===== config.mk =====
export PLATFORM = sky130hd
export DESIGN_NAME = mem_bist_ram
export DESIGN_NICKNAME = d
export VERILOG_FILES = /design/src/rtl/mem_bist_ram_pkg.sv /design/src/rtl/mem_bist_ram_array.sv /design/src/rtl/mem_bist_ram.sv
export SDC_FILE = /design/constraint.sdc
export NUM_CORES = 1
export LEC_CHECK = 0
export BUFFER_PORTS_ARGS = -buffer_cell sky130_fd_sc_hd__buf_4
export CAP_MARGIN = 20
export CORE_ASPECT_RATIO = 1.75
export CORE_UTILIZATION = 46
export DETAILED_ROUTE_END_ITERATION = 12
export GPL_ROUTABILITY_DRIVEN = 0
export HOLD_SLACK_MARGIN = 0.08
export MAX_ROUTING_LAYER = met4
export PLACE_DENSITY_LB_ADDON = 0.08
export SETUP_SLACK_MARGIN = 0.15
export SYNTH_ARGS = -nofsm -noshare
export SYNTH_HDL_FRONTEND = slang
export SYNTH_SLANG_ARGS = --single-unit

===== constraint.sdc =====
create_clock -name clk -period 4.16 [get_ports clk]
set_input_delay 0.832 -clock clk [delete_from_list [all_inputs] [get_ports clk]]
set_output_delay 0.832 -clock clk [all_outputs]
set_load 0.005 [all_outputs]

===== src/rtl/mem_bist_ram_pkg.sv =====
`default_nettype none
// ============================================================================
// Module      : mem_bist_pkg
// Description : Shared types and constants for mem_bist_ram: the self-test
//               state encoding, per-March-element attribute masks and the
//               self-test length formula.
// Revision    : 1.0 - initial release
// ============================================================================
package mem_bist_pkg;

  // Self-test sequencer states. M0..M5 are the six March C- elements.
  typedef enum logic [3:0] {
    ST_IDLE = 4'd0,
    ST_M0   = 4'd1,
    ST_M1   = 4'd2,
    ST_M2   = 4'd3,
    ST_M3   = 4'd4,
    ST_M4   = 4'd5,
    ST_M5   = 4'd6,
    ST_DONE = 4'd7
  } state_t;

  // Per-element attributes, bit i describes element Mi.
  // Bits 6 and 7 are zero so the non-element states never enable anything.
  localparam logic [7:0] C_ELEM_DOWN   = 8'b0001_1000; // M3, M4 sweep N-1..0
  localparam logic [7:0] C_ELEM_HAS_RD = 8'b0011_1110; // M1..M5 read first
  localparam logic [7:0] C_ELEM_RD_ONE = 8'b0001_0100; // M2, M4 expect ones
  localparam logic [7:0] C_ELEM_HAS_WR = 8'b0001_1111; // M0..M4 write
  localparam logic [7:0] C_ELEM_WR_ONE = 8'b0000_1010; // M1, M3 write ones

  // Element index of a state: M0 -> 0 ... M5 -> 5. IDLE maps to 7 and
  // DONE to 6, both of which hit all-zero mask bits.
  function automatic logic [2:0] elem_idx(input state_t s);
    logic [3:0] d;
    d = s - 4'd1;
    return d[2:0];
  endfunction

  // Total cycles bist_busy stays high for a 2**adr_size word memory.
  function automatic int unsigned bist_len(input int unsigned adr_size);
    return 10 * (2 ** adr_size) + 1;
  endfunction

endpackage
`default_nettype wire


===== src/rtl/mem_bist_ram_array.sv =====
`default_nettype none
// ============================================================================
// Module      : mem_array
// Description : Single-port storage with synchronous write and two registered
//               read outputs (functional and self-test) sharing one address.
//               A stuck-at-0 fault on bit 0 of one word can be injected on
//               the read path.
// Revision    : 1.0 - initial release
// Ports       : clk, rst_n   - clock, async active-low reset (output regs only)
//               adr          - shared access address
//               we, wdata    - write strobe and data
//               func_re      - load func_q with the addressed word
//               bist_re      - load bist_q with the addressed word
//               inj_en/adr   - force bit 0 of word inj_adr to read as 0
//               func_q       - functional read register
//               bist_q       - self-test read register
// ============================================================================
module mem_array #(
  parameter int ADR_SIZE = 4,
  parameter int DTA_SIZE = 8
) (
  input  logic                clk,
  input  logic                rst_n,
  input  logic [ADR_SIZE-1:0] adr,
  input  logic                we,
  input  logic [DTA_SIZE-1:0] wdata,
  input  logic                func_re,
  input  logic                bist_re,
  input  logic                inj_en,
  input  logic [ADR_SIZE-1:0] inj_adr,
  output logic [DTA_SIZE-1:0] func_q,
  output logic [DTA_SIZE-1:0] bist_q
);

  localparam int DEPTH = 1 << ADR_SIZE;

  logic [DTA_SIZE-1:0] r_mem [0:DEPTH-1];
  logic [DTA_SIZE-1:0] w_rword;

  // Fault mux sits before the output registers so every read path sees it.
  always_comb begin
    w_rword = r_mem[adr];
    if (inj_en && (adr == inj_adr)) begin
      w_rword[0] = 1'b0;
    end
  end

  // Storage is deliberately not reset. A simultaneous read sees the old word
  // because the read registers sample before this write lands.
  always_ff @(posedge clk) begin
    if (we) begin
      r_mem[adr] <= wdata;
    end
  end

  always_ff @(posedge clk or negedge rst_n) begin
    if (!rst_n) begin
      func_q <= '0;
      bist_q <= '0;
    end else begin
      if (func_re) begin
        func_q <= w_rword;
      end
      if (bist_re) begin
        bist_q <= w_rword;
      end
    end
  end

endmodule
`default_nettype wire


===== src/rtl/mem_bist_ram.sv =====
`default_nettype none
// ============================================================================
// Module      : mem_bist_ram
// Description : Parametrised single-port RAM with a March C- self-test engine.
//               Functional access is allowed while the engine is idle or
//               done; a run sweeps every address and reports pass/fail plus
//               the first failing address.
// Revision    : 1.0 - initial release
// Ports       : clk, rst_n            - clock, async active-low reset
//               adress, wr_en, read_en, wr_data - functional access
//               rd_data, rd_valid     - registered read data and its strobe
//               bist_start            - start request (IDLE/DONE only)
//               bist_busy, bist_done  - engine status
//               bist_pass             - result, valid while bist_done
//               bist_fail_adr         - first failing address
//               inj_en, inj_adr       - stuck-at-0 injection on bit 0
// ============================================================================
module mem_bist_ram
  import mem_bist_pkg::*;
#(
  parameter int ADR_SIZE = 4,
  parameter int DTA_SIZE = 8
) (
  input  logic                clk,
  input  logic                rst_n,
  input  logic [ADR_SIZE-1:0] adress,
  input  logic                wr_en,
  input  logic                read_en,
  input  logic [DTA_SIZE-1:0] wr_data,
  output logic [DTA_SIZE-1:0] rd_data,
  output logic                rd_valid,
  input  logic                bist_start,
  output logic                bist_busy,
  output logic                bist_done,
  output logic                bist_pass,
  output logic [ADR_SIZE-1:0] bist_fail_adr,
  input  logic                inj_en,
  input  logic [ADR_SIZE-1:0] inj_adr
);

  localparam logic [ADR_SIZE-1:0] C_ADR_ONE = {{(ADR_SIZE-1){1'b0}}, 1'b1};

  state_t              r_state;
  state_t              w_state_nxt;
  logic [ADR_SIZE-1:0] r_bist_adr;
  logic                r_phase;     // 1: write half of r/w pair, or M5 tail
  logic                r_cmp_vld;   // a self-test read is returning now
  logic                r_cmp_exp;   // expected background of that read
  logic [ADR_SIZE-1:0] r_cmp_adr;
  logic                r_pass;
  logic [ADR_SIZE-1:0] r_fail_adr;
  logic                r_rd_valid;

  logic                w_busy;
  logic                w_start;
  logic [2:0]          w_idx;
  logic [2:0]          w_nxt_idx;
  logic                w_down;
  logic                w_has_rd;
  logic                w_has_wr;
  logic                w_rd_one;
  logic                w_wr_one;
  logic                w_last;
  logic                w_bist_re;
  logic                w_bist_we;
  logic                w_mismatch;

  logic [ADR_SIZE-1:0] w_arr_adr;
  logic                w_arr_we;
  logic [DTA_SIZE-1:0] w_arr_wdata;
  logic                w_func_re;
  logic [DTA_SIZE-1:0] w_func_q;
  logic [DTA_SIZE-1:0] w_bist_q;

  // --------------------------------------------------------------------------
  // State register
  // --------------------------------------------------------------------------
  always_ff @(posedge clk or negedge rst_n) begin
    if (!rst_n) begin
      r_state <= ST_IDLE;
    end else begin
      r_state <= w_state_nxt;
    end
  end

  // --------------------------------------------------------------------------
  // Next-state logic
  // --------------------------------------------------------------------------
  always_comb begin
    w_state_nxt = r_state;
    case (r_state)
      ST_IDLE, ST_DONE: begin
        if (bist_start) begin
          w_state_nxt = ST_M0;
        end
      end
      ST_M0, ST_M1, ST_M2, ST_M3, ST_M4: begin
        // Elements end on the write to their final address.
        if (w_bist_we && w_last) begin
          w_state_nxt = state_t'(r_state + 4'd1);
        end
      end
      ST_M5: begin
        // Phase is set only for the compare of the last M5 read.
        if (r_phase) begin
          w_state_nxt = ST_DONE;
        end
      end
      default: w_state_nxt = ST_IDLE;
    endcase
  end

  // --------------------------------------------------------------------------
  // Output / operation decode
  // --------------------------------------------------------------------------
  always_comb begin
    w_busy  = 1'b0;
    w_start = 1'b0;
    case (r_state)
      ST_IDLE, ST_DONE:                           w_start = bist_start;
      ST_M0, ST_M1, ST_M2, ST_M3, ST_M4, ST_M5: w_busy  = 1'b1;
      default: ;
    endcase
    w_idx     = elem_idx(r_state);
    w_nxt_idx = w_idx + 3'd1;
    w_down    = C_ELEM_DOWN[w_idx];
    w_has_rd  = C_ELEM_HAS_RD[w_idx];
    w_has_wr  = C_ELEM_HAS_WR[w_idx];
    w_rd_one  = C_ELEM_RD_ONE[w_idx];
    w_wr_one  = C_ELEM_WR_ONE[w_idx];
    w_last    = w_down ? (r_bist_adr == '0) : (r_bist_adr == '1);
    w_bist_re = w_busy & w_has_rd & ~r_phase;
    w_bist_we = w_busy & w_has_wr & (~w_has_rd | r_phase);
  end

  assign w_mismatch = r_cmp_vld && (w_bist_q != {DTA_SIZE{r_cmp_exp}});

  // --------------------------------------------------------------------------
  // Address sequencing, compare pipeline and result registers
  // --------------------------------------------------------------------------
  always_ff @(posedge clk or negedge rst_n) begin
    if (!rst_n) begin
      r_bist_adr <= '0;
      r_phase    <= 1'b0;
      r_cmp_vld  <= 1'b0;
      r_cmp_exp  <= 1'b0;
      r_cmp_adr  <= '0;
      r_pass     <= 1'b0;
      r_fail_adr <= '0;
    end else if (w_start) begin
      r_bist_adr <= '0;
      r_phase    <= 1'b0;
      r_cmp_vld  <= 1'b0;
      r_pass     <= 1'b1;
      r_fail_adr <= '0;
    end else if (w_busy) begin
      r_cmp_vld <= w_bist_re;
      r_cmp_exp <= w_rd_one;
      r_cmp_adr <= r_bist_adr;

      if (w_bist_we) begin
        r_phase <= 1'b0;
        if (w_last) begin
          // Jump straight to the first address of the next element.
          r_bist_adr <= C_ELEM_DOWN[w_nxt_idx] ? '1 : '0;
        end else if (w_down) begin
          r_bist_adr <= r_bist_adr - C_ADR_ONE;
        end else begin
          r_bist_adr <= r_bist_adr + C_ADR_ONE;
        end
      end else if (w_bist_re) begin
        if (w_has_wr) begin
          r_phase <= 1'b1;
        end else if (w_last) begin
          r_phase <= 1'b1;           // one extra cycle to compare the last read
        end else begin
          r_bist_adr <= r_bist_adr + C_ADR_ONE;
        end
      end else begin
        r_phase <= 1'b0;
      end

      if (w_mismatch) begin
        r_pass <= 1'b0;
        if (r_pass) begin
          r_fail_adr <= r_cmp_adr;    // only the first mismatch is recorded
        end
      end
    end
  end

  always_ff @(posedge clk or negedge rst_n) begin
    if (!rst_n) begin
      r_rd_valid <= 1'b0;
    end else begin
      r_rd_valid <= w_func_re;
    end
  end

  // --------------------------------------------------------------------------
  // Storage port muxing: the engine owns the array while busy
  // --------------------------------------------------------------------------
  assign w_arr_adr   = w_busy ? r_bist_adr : adress;
  assign w_arr_we    = w_busy ? w_bist_we : wr_en;
  assign w_arr_wdata = w_busy ? {DTA_SIZE{w_wr_one}} : wr_data;
  assign w_func_re   = read_en & ~w_busy;

  mem_array #(
    .ADR_SIZE (ADR_SIZE),
    .DTA_SIZE (DTA_SIZE)
  ) u_array (
    .clk     (clk),
    .rst_n   (rst_n),
    .adr     (w_arr_adr),
    .we      (w_arr_we),
    .wdata   (w_arr_wdata),
    .func_re (w_func_re),
    .bist_re (w_bist_re),
    .inj_en  (inj_en),
    .inj_adr (inj_adr),
    .func_q  (w_func_q),
    .bist_q  (w_bist_q)
  );

  assign rd_data       = w_func_q;
  assign rd_valid      = r_rd_valid;
  assign bist_busy     = w_busy;
  assign bist_done     = (r_state == ST_DONE);
  assign bist_pass     = r_pass & (r_state == ST_DONE);
  assign bist_fail_adr = r_fail_adr;

endmodule
`default_nettype wire


==> results.cfg, run 1 <==
[cts]
cts_made_buffers = 17
hold_buffers = 0
clk_latency_ps = 430
clock-root-buffer = clkbuf_16
clock_path_buffers = 2
ctsResizeCount = 0
clock_sinks = 165
cts_max_level = 4
post_cts_buffers = 0
clk_pin_slew_ps = 70
cts_tree = done

[cells_and_area]
drive_gt1_share_pct = 21.7
seqCellArea_mm2 = 0.00477
diodes = 0
nFillCells = 1272
areaGrowthSynthToFinish_pct = 16.6
multi_input_area_mm2 = 0.00213
nNetsFinal = 602

[routing]
drc_errors = 0
drt_iter0_drc = 416
totalWireLength_um = 18200
drt_pass1_iterations = 7
antenna_left = 0
vias_per_cell = 6.10
wl_per_cell_um = 23.7
vias = 4677

[floorplan]
die_area_mm2 = 0.0159
initial_core_util_pct = 47.4
rows = 59
die_h_um = 166
ios = 38
fp.coreArea_mm2 = 0.0149
die_w_um = 95.7

[logic_synthesis]
synth_edf_count = 128
post-synth-top-count-cell = edfxtp_1
synth_top_family_by_area = compound AO/OA/AOI/OAI gates
yosys-top-cells-area = edfxtp_1 (54%), dfrtp_1 (13%), a222oi_1 (4.0%)
avgSynthCellArea_um2 = 13.8
synth_cell_types = 54
synth_common_cells = edfxtp_1 (128), nand2_1 (42), dfrtp_1 (37)
ys_async_sr_fraction_pct = 22.4
synth-seq-cells = 165
synth_compound_area_share_pct = 11.6
synth_mux_area_share_pct = 5.47
synth_area_leader_cell = edfxtp_1
synth-xor-area-share_pct = 0.990
ys_warn_count = 0
netlist_instances = 511
ys.flop_type = edfxtp_1
ys_seq_area_share_pct = 67.4
synth_fa_ha_area_share_pct = 1.73
synthSimpleGateAreaFrac_pct = 10.2
synth_top_cell_area_share_pct = 54.3
netlist_area_mm2 = 0.00707
synth_nets = 542

[setup_path]
cp-end-kind = register
cp-start-kind = register
worst-setup-path-type = reg2reg
ff2ff_setup_slack_ps = 480
cp_data_required_time_ps = 4350
arrival_ps = 3870
worstPathMaxFanout = 27

[timing]
period_minus_slack_ps = 3680
tns_ps = 0
fin_crit_sh_pct = 88.5
rsz0062_at_grt = no
timing.hold.ws_ps = 346
fin_worst_skew_ps = 17.7
setup_viol = 0
fmax_ghz = 0.272
slew_headroom_pct = 38.3
worst_pin_slew_ps = 926
slew_viol_final = 0
hold_viol = 0

[power_and_ir_drop]
powerDensity_mw_per_mm2 = 912
ir_drop_mv = 0.650
swShare_pct = 40.6
p_int_mw = 4.47
p_comb_share_pct = 44.0
seqPwrFrac_pct = 36.1
power.leakage_nw = 3.09
p_clk_share_pct = 19.9
p_sw_mw = 3.05

[run_status]
outcome = finished clean

[place]
hpwl_um = 13000
port-buffer-count = 37

[flow_run]
maxCapViolations = 0

[global_routing]
grt_pass1_vias = 4881
grt-ovfl-total = 0
antenna_found_initial = 0
grt_pass1_wl_um = 27800
grt_use_total_pct = 25.2
grt_max_degree = 38

[hold_path]
hold_path_class = in2async
routing by layer:
metal	up-vias	routed length, um	track usage [%]
li1	2127	-	-
met4	0	696	11.9
met5	-	0	-
met3	33	856	3.94
met2	181	9960	42.9
met1	2336	6650	28.2
critical path: stages, from the launching register on:
cell	delay, ps
dfrtp_1	500
inv_1	140
ha_1	290
nor2_2	340
a21o_1	420
buf_4	370
nor3_2	130
a21oi_1	730
buf_6	250
nor3_1	80
buf_4	200
placed cells by master (no fill, tap or decap), types with 5 or more instances in the layout:
cell         n
o21ai_0     16
edfxtp_1   128
nor2_1      18
buf_4       64
nand3_1     33
a222oi_1    28
clkbuf_16   17
nor3_1      24
ha_1         9
nand2_1     42
dfrtp_1     37
mux2_2      21
xnor2_1      5
a22o_1       9
inv_1       14
a21o_1      11
and4_1       7
o21ai_1      6
a21oi_1      7
mux2i_1     14
path summary, 6_finish.rpt:
kind | end | start | cells past startpoint
setup reg to reg | u_array.r_mem[8][1] | r_state[0] | 10
setup / recovery | u_array.r_mem[8][1] | r_state[0] | 10
min in group clk | u_array.func_q[2] | u_array.func_q[2] | 1
max in group asynchronous | r_bist_adr[3] | rst_n | 1
hold / removal | r_state[0] | rst_n | 1
hold reg to reg | u_array.func_q[2] | u_array.func_q[2] | 1
power groups by stage:
stage,Combinational (mW),Sequential [mW],Clock (mW)
global placement,3.24,2.74,0
floorplan,2.15,2.65,0
global route,3.60,2.75,1.59
finish,3.31,2.72,1.49
detailed placement,3.32,2.75,0
CTS,3.32,2.72,1.52
metrics by stage:
step                instance area, um^2  setup WS (ps)  power, mW  instances  util [%]
floorplan                          7070            979       4.80        511         -
global placement                   7670            316       5.98        733      51.4
detailed placement                 7680            571       6.07        735      51.5
CTS                                8250            525       7.55        767      55.3
global route                       8250            179       7.95        767      55.3
finish                             8250            477       7.52        767      55.3
area by class of cell:
cell class	instances	area share [%]
Clock buffer	20	5.43
Multi-Input combinational cell	305	25.8
Inverter	16	0.728
Timing Repair Buffer	66	6.01
Sequential cell	165	57.8
Clock inverter	12	1.41
Tap cell	183	2.78
registers in the layout, indices dropped and copies added (netlist names):
register and count:
bist_fail_adr 4, r_bist_adr 4, u_array.func_q 8, u_array.bist_q 8, r_pass 1, r_cmp_exp 1, r_state 4, u_array.r_mem 128
r_cmp_adr 4, r_phase 1, rd_valid 1, r_cmp_vld 1
cells by family (layout without fill, tap and decap cells):
logic type               after synthesis  count (layout)
buffers and inverters                 41             114
XOR/XNOR                               8               8
AND/OR/NAND/NOR                      147             147
multiplexers                          36              36
adder cells (fa/ha/maj)               10              10
flip-flops                           165             165
AO/OA/AOI/OAI                        104             104
Power figures use the tool's default switching activity.
==> run 2: changes to the inputs <==
- CORE_MARGIN: not set -> 2
==> run 2 against run 1 <==
Effect of this change: via count shrank 2.8%; power decreased by 1.3%; hold slack better by 4.4 ps; count of clock-buffer cells in the layout is 3 lower; final cell count grew 0.13%.
==> results.cfg, run 2 (same netlist as run 1, synthesis figures left out) <==
[timing]
rsz0062_at_grt = no
period_minus_slack_ps = 3770
worst_pin_slew_ps = 912
fmax_ghz = 0.265
slew_viol_final = 0
tns_ps = 0
slew_headroom_pct = 37.6
setup_viol = 0
fin_worst_skew_ps = 17.0
timing.hold.ws_ps = 351
hold_viol = 0
worst_slack_ps = 388
fin_crit_sh_pct = 90.7

[cells_and_area]
layout_commonest_cell = edfxtp_1
nNetsFinal = 600
largest_reg_flops = 128
layout_common_cells = edfxtp_1 (128), buf_4 (64), nand2_1 (42)
largestRegisters = u_array.r_mem (128), u_array.bist_q (8), u_array.func_q (8)
regMostFlops = u_array.r_mem
fin_util_pct = 54.2
diodes = 0
drive_gt1_share_pct = 21.6
design_area_mm2 = 0.00826
fin_cells = 768
areaGrowthSynthToFinish_pct = 16.7

[floorplan]
rows = 60
die_w_um = 97.7
ios = 38
die_area_mm2 = 0.0164
fp.coreArea_mm2 = 0.0152
initial_core_util_pct = 46.4
die_h_um = 168

[routing]
wl_per_cell_um = 22.9
vias = 4547
antenna_left = 0
drc_errors = 0
totalWireLength_um = 17600
vias_per_cell = 5.92
drt_iter0_drc = 404
drt_pass1_iterations = 6

[cts]
cts_tree = done
clock_path_buffers = 2
clk_pin_slew_ps = 70
clock_sinks = 165
post_cts_buffers = 0
cts_max_level = 4
ctsResizeCount = 0
cts_made_buffers = 17
clock-root-buffer = clkbuf_16
clk_latency_ps = 430
hold_buffers = 0

[power_and_ir_drop]
powerDensity_mw_per_mm2 = 899
p_int_mw = 4.45
p_clk_share_pct = 20.6
total_power_mw = 7.42
ir_drop_mv = 0.745
p_sw_mw = 2.97
seqPwrFrac_pct = 36.6
p_comb_share_pct = 42.8
swShare_pct = 40.0
power.leakage_nw = 3.08

[global_routing]
grt_use_total_pct = 22.9
grt-ovfl-total = 0
antenna_found_initial = 0
grt_max_degree = 38
grt_pass1_vias = 4747
grt_pass1_wl_um = 27200

[setup_path]
cp-start-kind = register
reg2reg_from = r_state[0]
worst-setup-path-type = reg2reg
cp_data_required_time_ps = 4520
worstPathMaxFanout = 23
cp-end-kind = register
arrival_ps = 4130
crit_path_start = r_state[0]

[place]
hpwl_um = 12700
placement.cell_area_mm2 = 0.00767
dp_slack_ps = 440
dpl.cell_count = 736
port-buffer-count = 37

[run_status]
outcome = finished clean

[flow_run]
maxCapViolations = 0

[hold_path]
hold_path_class = in2async
[run 2: changes by cell type in the layout (fill, tap and decap cells not counted), sizes merged]
cell      previous run  this run
buf                 66        64
clkbuf              20        17
clkinv               4         7
clkinvlp             1         2
inv                 23        22
[run 2: final cells by class]
cell class | instances | area (um^2)
Clock buffer | 17 | 425
Clock inverter | 15 | 164
Fill cell | 1292 | 6980
Inverter | 16 | 60.1
Multi-Input combinational cell | 305 | 2130
Sequential cell | 165 | 4770
Tap cell | 186 | 233
Timing Repair Buffer | 64 | 480
[run 2: path summary, 6_finish.rpt]
check | end | slack, ps | cells after the start
hold reg to reg | u_array.func_q[3] | 510 | 1
min in group clk | u_array.func_q[3] | 510 | 1
setup reg to reg | u_array.bist_q[0] | 390 | 11
hold / removal | r_state[0] | 350 | 1
max in group asynchronous | u_array.func_q[0] | 3460 | 1
setup / recovery | u_array.bist_q[0] | 390 | 11
[run 2: power by group through the flow]
stage	clock (mW)	combinational (mW)	sequential, mW
after floorplan	0	2.15	2.65
after global placement	0	3.17	2.74
after detailed placement	0	3.21	2.75
after CTS	1.56	3.22	2.71
after global routing	1.63	3.48	2.75
final	1.53	3.18	2.71
[run 2: worst max-delay path, cell delays in order (launching register included)]
cell       delay, ps
dfrtp_1          480
inv_1            170
ha_1             270
mux2i_1          110
buf_4            190
a2111oi_0        800
or2_1            410
buf_4            360
a22o_1           190
o21ai_1           70
a31oi_1          410
mux2_2           240
[run 2: routing by layer]
layer	track usage (%)	part of all wire (%)	routed length, um
met4	8.09	2.5	445
met3	4.19	3.9	685
met1	23.7	36	6320
met5	-	0	0
met2	42.8	58	10100
==> run 3: changes to the inputs <==
- CORE_ASPECT_RATIO: 1.75 -> 0.6
- CORE_UTILIZATION: 46 -> 25
==> run 3 against run 2 <==
Effect of this change: maximum frequency decreased by 1.5%; critical endpoint is now u_array.bist_q[3]; sequential power barely moved; non-clock buffer count is 9 higher; global-route usage is 7.0 points lower; largest power group unchanged; sequential cell count did not move; hold slack better by 10 ps; clock power increased by 8%.
==> results.cfg, run 3 (same netlist as run 1, synthesis figures left out) <==
[run_status]
outcome = finished clean

[global_routing]
grt-ovfl-total = 0
grt_use_met1_pct = 25.4
grt_pass1_vias = 4565
grt_use_total_pct = 15.8
antenna_found_initial = 0
grt_pass1_wl_um = 32400
busiest_layer = met1
use_met3_pct = 3.22
grt_max_degree = 38
met2_usage_pct = 19.5

[power_and_ir_drop]
seqPwrFrac_pct = 34.3
p_sw_mw = 3.22
p_clk_share_pct = 20.9
power.leakage_nw = 3.15
p_int_mw = 4.73
p_comb_share_pct = 44.8
ir_drop_mv = 0.446
swShare_pct = 40.5
total_power_mw = 7.94
powerDensity_mw_per_mm2 = 922

[timing]
fin_worst_skew_ps = 18.7
tns_ps = 0
period_minus_slack_ps = 3830
fmax_ghz = 0.261
hold_viol = 0
slew_headroom_pct = 32.8
slew_viol_final = 0
rsz0062_at_grt = no
setup_viol = 0
worst_pin_slew_ps = 1010
fin_crit_sh_pct = 92.1

[flow_run]
maxCapViolations = 0

[floorplan]
fp.coreArea_mm2 = 0.0277
initial_core_util_pct = 25.5
die_w_um = 221
ios = 38
die_area_mm2 = 0.0297
die_h_um = 134
rows = 47

[cells_and_area]
regMostFlops = u_array.r_mem
design_area_mm2 = 0.00861
layout_common_cells = edfxtp_1 (128), buf_4 (72), nand2_1 (42)
drive_gt1_share_pct = 22.8
layout_commonest_cell = edfxtp_1
nNetsFinal = 609
nFillCells = 2779
largest_reg_flops = 128
areaGrowthSynthToFinish_pct = 21.7
largestRegisters = u_array.r_mem (128), u_array.bist_q (8), u_array.func_q (8)
fin_cells = 959

[routing]
drc_errors = 0
wl_per_cell_um = 22.9
drt_iter0_drc = 621
vias_per_cell = 4.94
drt_pass1_iterations = 7
vias = 4735
antenna_left = 0
totalWireLength_um = 22000

[cts]
post_cts_buffers = 0
clock_path_buffers = 2
cts_tree = done
clk_latency_ps = 440
clock-root-buffer = clkbuf_16
cts_max_level = 4
clk_pin_slew_ps = 70
clock_sinks = 165
hold_buffers = 0
cts_made_buffers = 17

[place]
hpwl_um = 16100
placement.cell_area_mm2 = 0.00798
dpl.cell_count = 926
port-buffer-count = 37

[hold_path]
hold_path_class = in2async

[setup_path]
cp_data_required_time_ps = 4470
arrival_ps = 4140
reg2reg_to = u_array.bist_q[3]
reg2regPathDepth = 10
reg2reg_from = r_state[0]
ff2ff_setup_slack_ps = 330
cp-start-kind = register
cp-end-kind = register
worstPathMaxFanout = 16
worst-setup-path-type = reg2reg
## run 3: critical path: stages, from the launching register on
cell and delay [ps]:
dfrtp_1 470, inv_1 170, ha_1 300, mux2i_4 140, buf_4 190, a41o_1 260
or2_1 500, a222oi_1 860, nand3_1 230, and4_1 310, mux2_2 270
## run 3: final cells by class
| cell class | instances | area (um^2) | area share [%] |
|---|---|---|---|
| sequential | 165 | 4770 | 55.4 |
| multi-input combinational | 305 | 2140 | 24.9 |
| timing repair buffer | 73 | 561 | 6.51 |
| tap | 367 | 459 | 5.33 |
| clock buffer | 19 | 433 | 5.03 |
| clock inverter | 13 | 180 | 2.09 |
| inverter | 16 | 60.1 | 0.698 |
| antenna | 1 | 2.50 | 0.0291 |
## run 3: worst max-delay path by stage
stage	startpoint	endpoint	slack (ps)	depth (start not counted)
2_1_floorplan	r_state[0]	u_array.r_mem[1][0]	980	11
5_1_grt	r_state[0]	u_array.func_q[3]	170	10
6_report	r_state[0]	u_array.bist_q[3]	330	10
4_1_cts	r_state[0]	u_array.bist_q[3]	170	9
3_3_place_gp	r_state[0]	u_array.func_q[7]	200	9
3_5_place_dp	r_state[0]	u_array.func_q[7]	120	9
## run 3: power groups by stage
stage	clock, mW	combinational (mW)	sequential, mW
floorplan	0	2.15	2.65
global placement	0	3.56	2.76
detailed placement	0	3.56	2.75
CTS	1.70	3.57	2.73
global route	1.78	3.88	2.77
finish	1.66	3.56	2.73
## run 3: routing by layer
metal | up-vias | share of wire [%] | wire, um
met5 | - | 0 | 0
met4 | 0 | 0.58 | 127
met3 | 13 | 4.7 | 1030
met2 | 121 | 39 | 8480
met1 | 2451 | 56 | 12300
li1 | 2150 | - | -
## run 3: metrics by stage
step | hold WS, ps | utilization, % | setup WS [ps]
floorplan | 480 | - | 979
global placement | 495 | 28.8 | 196
detailed placement | 503 | 28.8 | 121
CTS | 370 | 31.0 | 165
global route | 386 | 31.1 | 168
finish | 361 | 31.1 | 330
## run 3: what timing repair did
action | CTS | global route
gates resized for setup | 1 | 4
pin swaps | 2 | 1
setup endpoints to repair | 6 | 14
